$ cat src/rtl/riscv_core_wb_arb_if.sv
// riscv_core_wb_arb_if: writeback/M-unit request, scoreboard and RF write-port signals of the writeback arbiter.
interface riscv_core_wb_arb_if #(
  parameter int XLEN = 64
);
  logic            i_p_vld;
  logic [4:0]      i_p_rd;
  logic [XLEN-1:0] i_p_wd;
  logic            i_m_vld;
  logic [4:0]      i_m_rd;
  logic [XLEN-1:0] i_m_wd;
  logic            o_m_rdy;
  logic            o_p_stall;
  logic            i_md_issue_vld;
  logic [4:0]      i_md_issue_rd;
  logic            o_md_issue_rdy;
  logic [4:0]      i_rs1;
  logic [4:0]      i_rs2;
  logic            o_sb_hit1;
  logic            o_sb_hit2;
  logic            o_rf_we3;
  logic [4:0]      o_rf_a3;
  logic [XLEN-1:0] o_rf_wd3;
  modport slave (
    input  i_p_vld, i_p_rd, i_p_wd, i_m_vld, i_m_rd, i_m_wd,
    input  i_md_issue_vld, i_md_issue_rd, i_rs1, i_rs2,
    output o_m_rdy, o_p_stall, o_md_issue_rdy, o_sb_hit1, o_sb_hit2,
    output o_rf_we3, o_rf_a3, o_rf_wd3
  );
  modport master (
    output i_p_vld, i_p_rd, i_p_wd, i_m_vld, i_m_rd, i_m_wd,
    output i_md_issue_vld, i_md_issue_rd, i_rs1, i_rs2,
    input  o_m_rdy, o_p_stall, o_md_issue_rdy, o_sb_hit1, o_sb_hit2,
    input  o_rf_we3, o_rf_a3, o_rf_wd3
  );
endinterface

$ cat src/rtl/riscv_core_wb_arb.sv
// riscv_core_wb_arb: arbitrates the RF write port between pipeline writeback and the mul/div unit,
// with starvation protection for M and a scoreboard of registers awaiting M results.
module riscv_core_wb_arb #(
  parameter int XLEN         = 64,
  parameter int STARVE_LIMIT = 4,
  parameter int MD_MAX_OUT   = 2
) (
  input logic                  i_wb_clk,
  input logic                  i_wb_rst_n,
  riscv_core_wb_arb_if.slave   bus
);
  localparam int SW = $clog2(STARVE_LIMIT + 1);
  localparam int CW = $clog2(MD_MAX_OUT + 1);
  typedef enum logic {ST_NORMAL, ST_STARVED} state_t;
  state_t          r_state, w_state_nxt;
  logic [SW-1:0]   r_starve, w_starve_nxt;
  logic [31:0]     r_busy, w_busy_nxt;
  logic [CW-1:0]   r_cnt, w_cnt_nxt;
  logic            r_we3;
  logic [4:0]      r_a3;
  logic [XLEN-1:0] r_wd3;
  logic            w_p_win;
  logic            w_m_rdy;
  logic            w_issue_rdy;
  logic            w_iss;
  always_comb begin
    w_p_win      = (r_state == ST_NORMAL) && bus.i_p_vld;
    w_m_rdy      = bus.i_m_vld && !w_p_win;
    w_state_nxt  = r_state;
    w_starve_nxt = '0;
    if (r_state == ST_NORMAL) begin
      if (bus.i_m_vld && !w_m_rdy) begin
        // the losing cycle that reaches the limit triggers the stall next cycle
        if (r_starve == SW'(STARVE_LIMIT - 1))
          w_state_nxt = ST_STARVED;
        else
          w_starve_nxt = r_starve + 1'b1;
      end
    end else if (w_m_rdy || !bus.i_m_vld) begin
      w_state_nxt = ST_NORMAL;
    end
  end
  assign w_issue_rdy = r_cnt < CW'(MD_MAX_OUT);
  assign w_iss       = bus.i_md_issue_vld && w_issue_rdy;
  always_comb begin
    w_busy_nxt = r_busy;
    if (w_m_rdy) w_busy_nxt[bus.i_m_rd] = 1'b0;
    if (w_iss) w_busy_nxt[bus.i_md_issue_rd] = 1'b1;
    w_busy_nxt[0] = 1'b0;
    w_cnt_nxt = r_cnt;
    if (w_iss && !w_m_rdy)
      w_cnt_nxt = r_cnt + 1'b1;
    else if (!w_iss && w_m_rdy && r_cnt != '0)
      w_cnt_nxt = r_cnt - 1'b1;
  end
  always_ff @(posedge i_wb_clk) begin
    if (!i_wb_rst_n) begin
      r_state  <= ST_NORMAL;
      r_starve <= '0;
      r_busy   <= '0;
      r_cnt    <= '0;
      r_we3    <= 1'b0;
      r_a3     <= '0;
      r_wd3    <= '0;
    end else begin
      r_state  <= w_state_nxt;
      r_starve <= w_starve_nxt;
      r_busy   <= w_busy_nxt;
      r_cnt    <= w_cnt_nxt;
      if (w_p_win) begin
        r_we3 <= |bus.i_p_rd;
        r_a3  <= bus.i_p_rd;
        r_wd3 <= bus.i_p_wd;
      end else if (w_m_rdy) begin
        r_we3 <= |bus.i_m_rd;
        r_a3  <= bus.i_m_rd;
        r_wd3 <= bus.i_m_wd;
      end else begin
        r_we3 <= 1'b0;
      end
    end
  end
  assign bus.o_m_rdy        = w_m_rdy;
  assign bus.o_p_stall      = r_state == ST_STARVED;
  assign bus.o_md_issue_rdy = w_issue_rdy;
  assign bus.o_sb_hit1      = r_busy[bus.i_rs1];
  assign bus.o_sb_hit2      = r_busy[bus.i_rs2];
  assign bus.o_rf_we3       = r_we3;
  assign bus.o_rf_a3        = r_a3;
  assign bus.o_rf_wd3       = r_wd3;
endmodule
$ cat src/flat_wrapper.sv
// flat-port wrapper written by rule: the top's interface ports become plain ports
module riscv_core_wb_arb_flat 
#(
  parameter int XLEN         = 64,
  parameter int STARVE_LIMIT = 4,
  parameter int MD_MAX_OUT   = 2
)
  (i_wb_clk, i_wb_rst_n, bus_i_p_vld, bus_i_p_rd, bus_i_p_wd, bus_i_m_vld, bus_i_m_rd, bus_i_m_wd, bus_i_md_issue_vld, bus_i_md_issue_rd, bus_i_rs1, bus_i_rs2, bus_o_m_rdy, bus_o_p_stall, bus_o_md_issue_rdy, bus_o_sb_hit1, bus_o_sb_hit2, bus_o_rf_we3, bus_o_rf_a3, bus_o_rf_wd3);
  riscv_core_wb_arb_if #(.XLEN(XLEN)) bus_i ();
  input logic i_wb_clk;
  input logic i_wb_rst_n;
  input wire logic [$bits(bus_i.i_p_vld)-1:0] bus_i_p_vld;
  input wire logic [$bits(bus_i.i_p_rd)-1:0] bus_i_p_rd;
  input wire logic [$bits(bus_i.i_p_wd)-1:0] bus_i_p_wd;
  input wire logic [$bits(bus_i.i_m_vld)-1:0] bus_i_m_vld;
  input wire logic [$bits(bus_i.i_m_rd)-1:0] bus_i_m_rd;
  input wire logic [$bits(bus_i.i_m_wd)-1:0] bus_i_m_wd;
  input wire logic [$bits(bus_i.i_md_issue_vld)-1:0] bus_i_md_issue_vld;
  input wire logic [$bits(bus_i.i_md_issue_rd)-1:0] bus_i_md_issue_rd;
  input wire logic [$bits(bus_i.i_rs1)-1:0] bus_i_rs1;
  input wire logic [$bits(bus_i.i_rs2)-1:0] bus_i_rs2;
  output wire logic [$bits(bus_i.o_m_rdy)-1:0] bus_o_m_rdy;
  output wire logic [$bits(bus_i.o_p_stall)-1:0] bus_o_p_stall;
  output wire logic [$bits(bus_i.o_md_issue_rdy)-1:0] bus_o_md_issue_rdy;
  output wire logic [$bits(bus_i.o_sb_hit1)-1:0] bus_o_sb_hit1;
  output wire logic [$bits(bus_i.o_sb_hit2)-1:0] bus_o_sb_hit2;
  output wire logic [$bits(bus_i.o_rf_we3)-1:0] bus_o_rf_we3;
  output wire logic [$bits(bus_i.o_rf_a3)-1:0] bus_o_rf_a3;
  output wire logic [$bits(bus_i.o_rf_wd3)-1:0] bus_o_rf_wd3;
  assign bus_i.i_p_vld = bus_i_p_vld;
  assign bus_i.i_p_rd = bus_i_p_rd;
  assign bus_i.i_p_wd = bus_i_p_wd;
  assign bus_i.i_m_vld = bus_i_m_vld;
  assign bus_i.i_m_rd = bus_i_m_rd;
  assign bus_i.i_m_wd = bus_i_m_wd;
  assign bus_i.i_md_issue_vld = bus_i_md_issue_vld;
  assign bus_i.i_md_issue_rd = bus_i_md_issue_rd;
  assign bus_i.i_rs1 = bus_i_rs1;
  assign bus_i.i_rs2 = bus_i_rs2;
  assign bus_o_m_rdy = bus_i.o_m_rdy;
  assign bus_o_p_stall = bus_i.o_p_stall;
  assign bus_o_md_issue_rdy = bus_i.o_md_issue_rdy;
  assign bus_o_sb_hit1 = bus_i.o_sb_hit1;
  assign bus_o_sb_hit2 = bus_i.o_sb_hit2;
  assign bus_o_rf_we3 = bus_i.o_rf_we3;
  assign bus_o_rf_a3 = bus_i.o_rf_a3;
  assign bus_o_rf_wd3 = bus_i.o_rf_wd3;
  riscv_core_wb_arb #(.XLEN(XLEN), .STARVE_LIMIT(STARVE_LIMIT), .MD_MAX_OUT(MD_MAX_OUT)) u_core (.i_wb_clk(i_wb_clk), .i_wb_rst_n(i_wb_rst_n), .bus(bus_i));
endmodule
$ cat config.mk
export PLATFORM = sky130hd
export DESIGN_NAME = riscv_core_wb_arb_flat
export DESIGN_NICKNAME = d
export VERILOG_FILES = /design/src/rtl/riscv_core_wb_arb_if.sv /design/src/rtl/riscv_core_wb_arb.sv /design/src/flat_wrapper.sv
export SDC_FILE = /design/constraint.sdc
export NUM_CORES = 1
export LEC_CHECK = 0
export ABC_AREA = 1
export CORE_UTILIZATION = 40
export CTS_CLUSTER_SIZE = 24
export DETAILED_ROUTE_END_ITERATION = 10
export PLACE_DENSITY = 0.74
export SYNTH_ARGS = -nofsm -noshare
export SYNTH_HDL_FRONTEND = slang
export SYNTH_SLANG_ARGS = --single-unit
$ cat constraint.sdc
create_clock -name i_wb_clk -period 2.8 [get_ports i_wb_clk]
set_input_delay 0.7 -clock i_wb_clk [delete_from_list [all_inputs] [get_ports i_wb_clk]]
set_output_delay 0.7 -clock i_wb_clk [all_outputs]
set_load 0.02 [all_outputs]
==> metrics.md <==
| Metric | Value |
|---|---|
| Status | finished, final reports clean |
| Critical path type | in -> out |
| Synth top area share | 0.4263 |
| Sequential area share after synthesis | 0.4263 |
| Iter 0 DRT Violations | 335 |
| Num CTS Buffers | 9 |
| Fin crit share | 0.9676 |
| Critical Path RT | 2.10 ns |
| Final antenna-violating net count | 0 |
| Worst hold slack | 0.4304 ns |
| Synthesized net count | 907 |
| RSZ-0062 raised after global routing | no |
| PwrDens | 481.2 nW/um^2 |
| Period minus WS final | 2.709 ns |
| Number of synthesized flops with an enable pin | 0 |
| Hold crit path type | reg -> reg |
| Largest net degree at the start of global routing | 69 |
| Die Footprint | 13010 um^2 |
| Switching Share | 0.2579 |
| Detail Placement HPWL | 13430 um |
| Max-slew violations | 0 |
| Leak Pwr | 3.029 nW |
| GPL Wtd Cong | 0.9712 |
| Worst relative slew slack | 0.5153 |
| # H-tree levels | 3 |
| Sequential share of power | 0.432 |
| Mean post-synth cell area | 6.727 um^2 |
| Ys Warns | 0 |
| Worst R2R Path Depth | 8 |
| Max Root-Sink Buffers | 2 |
| Clk sink count | 107 |
| Clock root buffer | clkbuf_16 |
| # nets final | 1126 |
| Net Switching | 976.9 uW |
| Initial Util | 0.4149 |
| Synth cell types | 24 |
| Clk_lat worst skew | 0.34 ns |
| CP startpoint kind | input port |
| I/O pins | 233 |
| Area growth syn-to-layout | 56.67% |
| CTS tree | done |
| Core area | 12110 um^2 |
| Post-layout instance area | 7873 um^2 |
| Via count | 5704 |
| Port buffer count | 232 |
| Filler cells | 1098 |
| Logic pwr share | 0.209 |
| Max-Cap Viols | 0 |
| Initial antenna violation count | 0 |
| DP Area | 7545 um^2 |
| First-pass GRT wire length | 28350 um |
| Worst-path clk slew | 0.07 ns |
| Internal power | 2.812 mW |
| Vias/cell | 5.012 |
| GRT Total Usage | 0.2806 |
| Hold_buf cts | 0 |
| Most area-hungry cell type in the Yosys netlist | dfxtp_1 |
| Routed len/inst | 15.72 um |
| Setup violators final | 0 |
| Worst Path Max Fanout | 5 |
| Syn Inst Count | 747 |
| CP arrival | 2.01 ns |
| Area contributors post-synth | dfxtp_1 (43%), nand2_1 (25%), a31oi_1 (8.0%) |
| Flops & latches, synth | 107 |
| Post-Syn Area | 5025 um^2 |
| Endpoints failing hold | 0 |
| Post-route DRC | 0 |
| GRT overflow | 0 |
| Clk pwr share | 0.359 |
| Post-synth ARST share | 0 |
| Worst Max-Slew Pin Slew | 0.7271 ns |
| Hold Path Depth | 1 |
| Most frequent cells in the layout | nand2_1 (328), clkdlybuf4s50_1 (227), dfxtp_1 (107) |
| Commonest non-fill, non-tap cell in the layout | nand2_1 |
| Max VDD drop | 327.6 uV |
| Chip height | 114.1 um |
| Clock Skew | 0.005791 ns |
| Initial DRT Pass Iterations | 4 |
| Synth Flop Type | dfxtp_1 |
| Vias in the first global route | 5556 |
| Post-Route WL | 17890 um |
| Fmax | 369.1 MHz |
| Antenna cell count | 0 |
| Row count | 40 |
| Share of cells above drive strength 1 | 0.04639 |
| CP Capture Type | output pin |
| Postcts setup bufs | 0 |
| Die X | 114.1 um |
| Final Non-Filler Cells | 1138 |
| DP Cell Count | 1122 |
[per-stage QoR]
stage,total power [mW],setup WS [ns],TNS [ns],utilization
2_1_floorplan,2.001,0.4785,0,-
3_3_place_gp,2.460,-0.3837,-1.200,0.6229
3_5_place_dp,2.462,-0.3985,-1.418,0.6229
4_1_cts,3.819,0.04257,0,0.6490
5_1_grt,3.952,0.008191,0,0.6500
6_report,3.789,0.09081,0,0.6500
[metal layers]
metal / up-vias / GRT usage / wire [um]
met3: 38 / 0.08682 / 1464
met1: 2543 / 0.3255 / 7139
met4: 0 / 0.1273 / 648
met5: - / 0 / 0
met2: 222 / 0.4743 / 8636
li1: 2901 / - / -
[sequential cells by signal (all words and copies together) (netlist names)]
name / count
u_core.bus.o_rf_we3: 1
u_core.r_starve: 3
u_core.bus.o_rf_a3: 5
u_core.bus.o_rf_wd3: 64
u_core.bus.o_p_stall: 1
u_core.r_cnt: 2
u_core.r_busy: 31
[repair_timing]
item | CTS | global route
cloned | 0 | 1
hold endpoints to repair | 0 | 0
endpoints found under the setup margin | 2 | 2
resized for setup | 10 | 4
[worst paths after layout]
path                             start                 end  slack [ns]
hold / removal      u_core.r_starve[0]  u_core.r_starve[0]        0.43
setup / recovery           bus_i_p_vld         bus_o_m_rdy        0.09
hold reg to reg     u_core.r_starve[0]  u_core.r_starve[0]        0.43
setup reg to reg  u_core.bus.o_p_stall   u_core.r_busy[16]        0.58
[synthesized netlist by cell type, types with 3 or more instances]
cell      number
nor3_1         9
nand3_1       58
o31ai_1        5
nand2_2        3
a21oi_1       35
nor2_1         8
dfxtp_1      107
clkbuf_1      16
inv_2          3
buf_4          9
buf_2         14
a31oi_1       64
nand2_1      328
inv_1         39
o21ai_0       36
[area by class of cell]
cell class | instances | area (um^2) | area share
clock buffers | 11 | 242.7 | 0.03083
multi-input cells | 557 | 2517 | 0.3198
clock inverters | 4 | 75.07 | 0.009536
inverters | 42 | 157.7 | 0.02003
flip-flops and latches | 107 | 2142 | 0.2721
repair buffers | 249 | 2527 | 0.3210
well taps | 168 | 210.2 | 0.02670
[power groups by stage]
stage | clock, mW | combinational [mW] | sequential [mW]
floorplan | 0 | 0.253 | 1.75
global placement | 0 | 0.789 | 1.67
detailed placement | 0 | 0.791 | 1.67
CTS | 1.39 | 0.793 | 1.64
global route | 1.45 | 0.851 | 1.65
finish | 1.36 | 0.791 | 1.64
[logic make-up after synthesis]
family | share of synthesized area
simple gates | 0.3324
fa+ha+maj | 0.004979
compound gates | 0.1626
buf+inv | 0.07370
flops | 0.4263
[critical path, stage by stage]
cell	delay, ns
clkdlybuf4s50_1	0.44
nand2_2	0.13
nand2_2	0.07
inv_2	0.05
clkdlybuf4s50_1	0.61
Note: power is estimated with default switching activity, not from simulation.
